**config.mk**
```make
export PLATFORM = sky130hd
export DESIGN_NAME = rf_writeback
export DESIGN_NICKNAME = d
export VERILOG_FILES = /design/src/rtl/rf_pkg.sv /design/src/rtl/wb_fifo.sv /design/src/rtl/rf_writeback.sv
export SDC_FILE = /design/constraint.sdc
export NUM_CORES = 1
export LEC_CHECK = 0
export CORE_MARGIN = 10
export CORE_UTILIZATION = 30
export CTS_CLUSTER_DIAMETER = 30
export DETAILED_ROUTE_END_ITERATION = 8
export PLACE_DENSITY = 0.66
export SETUP_SLACK_MARGIN = 0.02
export SLEW_MARGIN = 25
export SYNTH_ARGS = -nofsm -noshare
export SYNTH_HDL_FRONTEND = slang
export SYNTH_SLANG_ARGS = --single-unit
export TNS_END_PERCENT = 20
```
**constraint.sdc**
```tcl
create_clock -name clock -period 2.63 [get_ports clock]
set_clock_uncertainty 0.1 [all_clocks]
set_input_delay 0.263 -clock clock [delete_from_list [all_inputs] [get_ports clock]]
set_output_delay 0.263 -clock clock [all_outputs]
set_load 0.03 [all_outputs]
```
**src/rtl/rf_pkg.sv**
```systemverilog
// rf_pkg: shared register-file writeback constants, payload struct and source encoding
package rf_pkg;
    localparam int ENTRIES  = 4;
    localparam int BUS_SIZE = 8;
    localparam int AW       = $clog2(ENTRIES);
    localparam int DW       = BUS_SIZE;

    typedef struct packed {
        logic [AW-1:0] dst;
        logic [DW-1:0] data;
    } wb_entry_t;

    typedef enum logic [1:0] {WB_NONE, WB_MEM, WB_FIFO, WB_ALU} wb_src_e;
endpackage

```
**src/rtl/wb_fifo.sv**
```systemverilog
// wb_fifo: small circular skid FIFO holding ALU results that lost arbitration
module wb_fifo
    import rf_pkg::*;
#(
    parameter int DEPTH = 2,
    parameter int CW    = $clog2(DEPTH + 1)
) (
    input  logic            clock,
    input  logic            reset,
    input  logic            push,
    input  logic            pop,
    input  wb_entry_t       din,
    output wb_entry_t       dout,
    output logic [CW-1:0]   count,
    output logic            full,
    output logic            empty
);
    localparam int PW = DEPTH > 1 ? $clog2(DEPTH) : 1;

    wb_entry_t       mem [DEPTH];
    logic [PW-1:0]   wr_ptr, rd_ptr;
    logic            do_push, do_pop;

    function automatic logic [PW-1:0] nxt(input logic [PW-1:0] p);
        return p == PW'(DEPTH - 1) ? '0 : p + 1'b1;
    endfunction

    assign full    = count == CW'(DEPTH);
    assign empty   = count == '0;
    assign do_push = push && !full;
    assign do_pop  = pop && !empty;
    assign dout    = mem[rd_ptr];

    // pointer and occupancy bookkeeping; simultaneous push and pop leaves count unchanged
    always_ff @(posedge clock) begin
        if (reset) begin
            wr_ptr <= '0;
            rd_ptr <= '0;
            count  <= '0;
        end else begin
            if (do_push) wr_ptr <= nxt(wr_ptr);
            if (do_pop) rd_ptr <= nxt(rd_ptr);
            count <= count + CW'(do_push) - CW'(do_pop);
        end
    end

    // payload storage needs no reset since the pointers define what is live
    always_ff @(posedge clock) begin
        if (do_push) mem[wr_ptr] <= din;
    end
endmodule

```
**src/rtl/rf_writeback.sv**
```systemverilog
// rf_writeback: arbitrates ALU and MEM results onto the single RF write port; RF_WB_BYPASS_EN enables same-cycle RAW bypass
module rf_writeback
    import rf_pkg::*;
#(
    parameter int read_ports = 2,
    parameter int fifo_depth = 2
) (
    input  logic                            clock,
    input  logic                            reset,
    input  logic                            alu_valid,
    output logic                            alu_ready,
    input  logic [AW-1:0]                   alu_dst,
    input  logic [DW-1:0]                   alu_data,
    input  logic                            mem_valid,
    output logic                            mem_ready,
    input  logic [AW-1:0]                   mem_dst,
    input  logic [DW-1:0]                   mem_data,
    output logic                            wr_en      [1],
    output logic [AW-1:0]                   dst        [1],
    output logic [DW-1:0]                   datain     [1],
    input  logic [AW-1:0]                   rd_src     [read_ports],
    input  logic [DW-1:0]                   rf_dataout [read_ports],
    output logic [DW-1:0]                   rd_data    [read_ports],
    output logic [$clog2(fifo_depth+1)-1:0] fifo_count
);
    wb_entry_t  head, win;
    wb_src_e    src;
    logic       full, empty, push, pop;

    wb_fifo #(.DEPTH(fifo_depth)) u_fifo (
        .clock (clock),
        .reset (reset),
        .push  (push),
        .pop   (pop),
        .din   ({alu_dst, alu_data}),
        .dout  (head),
        .count (fifo_count),
        .full  (full),
        .empty (empty)
    );

    assign alu_ready = !full;
    assign mem_ready = !full;

    // fixed-priority winner: a full FIFO drains first, then MEM, then queued ALU, then direct ALU
    always_comb begin
        src  = full ? WB_FIFO : mem_valid ? WB_MEM : !empty ? WB_FIFO : alu_valid ? WB_ALU : WB_NONE;
        win  = src == WB_MEM ? {mem_dst, mem_data} : src == WB_FIFO ? head : {alu_dst, alu_data};
        push = alu_valid && alu_ready && src != WB_ALU;
        pop  = src == WB_FIFO;
    end

    // register the winner onto the RF write port; dst/datain hold while idle
    always_ff @(posedge clock) begin
        if (reset) begin
            wr_en[0]  <= 1'b0;
            dst[0]    <= '0;
            datain[0] <= '0;
        end else begin
            wr_en[0] <= src != WB_NONE;
            if (src != WB_NONE) begin
                dst[0]    <= win.dst;
                datain[0] <= win.data;
            end
        end
    end

`ifdef RF_WB_BYPASS_EN
    // forward the in-flight write to any read port addressing the same register
    always_comb begin
        for (int i = 0; i < read_ports; i++)
            rd_data[i] = (wr_en[0] && rd_src[i] == dst[0]) ? datain[0] : rf_dataout[i];
    end
`else
    logic rd_src_unused;

    // without bypass the RF data passes straight through and rd_src is only folded away
    always_comb begin
        rd_src_unused = 1'b0;
        for (int i = 0; i < read_ports; i++) begin
            rd_data[i]    = rf_dataout[i];
            rd_src_unused = rd_src_unused ^ (^rd_src[i]);
        end
    end
`endif
endmodule

```
==> results_dict.tcl <==
set metrics [dict create \
    intPower_mw 1.05 \
    cts_setup_buffers 0 \
    track_usage_pct 9.38 \
    relSlewSlack_pct 48.0 \
    p_per_area_mw_per_mm2 646 \
    clockBufferDepth 2 \
    hold_buffers 0 \
    synth.yosys.seq_area_share_pct 53.6 \
    yosys_warnings 0 \
    wl_um 4050 \
    place.gp.congestion 0.730 \
    fin_tns_setup_ns 0 \
    max_freq_mhz 452 \
    cts_tree "built" \
    cts_resized 0 \
    dieWidth_um 95.7 \
    status "completed" \
    vdd_drop_max_mv 0.307 \
    htree_num_levels 2 \
    arrival_ns 1.85 \
    mostFrequentLayoutCell "clkdlybuf4s50_1" \
    p_total_mw 1.41 \
    numCtsBuffers 5 \
    drive_above_1_share_pct 11.7 \
    period_needed_ns 2.21 \
    min_path_type "reg -> reg" \
    drtAntennaViolNets 0 \
    swShare_pct 25.4 \
    grt_max_degree 19 \
    post-place-ws_ns 0.497 \
    path_max_fanout 9 \
    combPwrFrac_pct 19.0 \
    wire_per_inst_um 15.6 \
    overflow 0 \
    die_h_um 95.7 \
    hpwl_um 3030 \
    syn_area_mm2 0.00172 \
    worstMarginPinSlew_ns 0.778 \
    die_area_mm2 0.00916 \
    clock_latency_ns 0.29 \
    start_kind "flip-flop" \
    slew_viol_final 0 \
    port_buffers 38 \
    p_sw_mw 0.357 \
    synthDistinctLibCells 30 \
    path_clk_slew_ns 0.07 \
    final_cell_mix "clkdlybuf4s50_1 (38), edfxtp_1 (20), nor2_1 (17)" \
    synth_area_per_cell_um2 10.9 \
    grt_pass1_vias 1260 \
    layout.cells.non_filler 260 \
    num_vias 1229 \
    grt_first_pass_wirelength_um 6390 \
    setup_viol 0 \
    via_per_inst 4.73 \
    finalCritPeriodShare_pct 84.2 \
    cap_violations 0 \
    finalWorstSetupSlack_ns 0.416 \
    drc 0 \
    place_inst 252 \
    worstPathRequired_ns 2.27 \
    seq_power_share_pct 47.3 \
    first_iter_violations 80 \
    leakage_nw 0.798 \
    clock-root-buffer "clkbuf_8" \
    worst_hold_slack_ns 0.386 \
    drtPass1Iterations 4 \
    syn_inst 158 \
    crit_type "reg -> out" \
    grt_setup_unrepaired "no" \
    syn_to_final_growth_pct 26.8 \
    ys_ff_latch 36 \
    io_pins 75 \
    antennaDiodeCount 0 \
    antenna_found_initial 0 \
    start_util_pct 31.0 \
    hold_viol 0 \
    nNetsFinal 232 \
    worst_setup_path_end_kind "output pin" \
    synth_fp_nets 203 \
    p_clk_share_pct 33.6 \
    core-area_mm2 0.00554 \
    clock_sinks 36 \
    rows 27 \
]
[layer usage]
| layer | part of all wire (%) | track usage [%] |
|---|---|---|
| met1 | 42 | 10.6 |
| met2 | 47 | 14.9 |
| met3 | 9.1 | 4.67 |
| met4 | 1.6 | 3.56 |
| met5 | 0 | 0 |
[cells by family after synthesis]
kind of cell	after synthesis	synth area share, %
adders and majority gates	1	0.728
buffers and inverters	30	11.9
and+or+nand+nor	33	9.10
DFF	36	53.6
xor gates and xnor gates	3	1.53
AOI/OAI and AO/OA	43	16.1
muxes	12	7.13
[critical path, cell delays in order (launching register included)]
cell             delay, ns
dfxtp_1               0.49
nor2_1                0.07
buf_4                 0.18
inv_1                 0.13
clkdlybuf4s50_1       0.70
[Yosys cell counts]
master    instances  area, µm²
ha_1              1       12.5
o21ai_2           1       8.76
nand2b_1          1       6.26
buf_4            17        128
o21ai_1           2       10.0
buf_2             3       15.0
mux2_2            2       22.5
or4_4             1       11.3
a22o_1            8       70.1
clkinv_1          1       3.75
inv_1             4       15.0
a211o_1           2       17.5
edfxtp_1         20        601
buf_6             3       33.8
nor3_1            8       40.0
dfxtp_1          16        320
xnor2_1           1       8.76
o211ai_1          2       15.0
clkbuf_1          1       3.75
clkbuf_2          1       5.00
nor2_4            1       11.3
xor2_1            2       17.5
nor2b_1           2       12.5
a21oi_1           9       45.0
o22ai_1           8       50.1
mux2i_1          10        100
a21bo_2           1       10.0
o21ai_0          10       50.1
nand2_1           3       11.3
nor2_1           17       63.8
[cell type report]
type	instances	area, µm²
fillers	582	3360
flip-flops and latches	36	921
multi-input cells	92	594
repair buffers	47	448
well taps	72	90.1
clock buffers	6	72.6
clock inverters	2	35.0
inverters	5	18.8
[through the flow]
stage                     util, %  instance area [µm²]
after global placement       37.4                 2070
after detailed placement     37.4                 2070
after CTS                    39.3                 2180
after global routing         39.3                 2180
after floorplan                 -                 1720
final                        39.3                 2180
[registers in the layout (all words and copies together), names as in the netlist, named ones only]
register,flops
u_fifo.count,2
datain,8
u_fifo.rd_ptr,1
dst,2
u_fifo.wr_ptr,1
u_fifo.mem,20
wr_en,1
[power by group through the flow]
stage,registers (mW),clock network [mW],logic (mW)
2_1_floorplan,0.705,0,0.173
3_3_place_gp,0.679,0,0.267
3_5_place_dp,0.680,0,0.271
4_1_cts,0.668,0.484,0.272
5_1_grt,0.672,0.508,0.292
6_report,0.666,0.473,0.268
[worst paths after layout]
check             slack [ns]  depth (start not counted)                to             from
setup / recovery        0.42                          4         mem_ready  u_fifo.count[0]
hold / removal          0.39                          1         datain[0]        datain[0]
setup reg to reg        0.75                          4  u_fifo.mem[0][0]  u_fifo.count[0]
hold reg to reg         0.39                          1         datain[0]        datain[0]
Power figures use the tool's default switching activity.
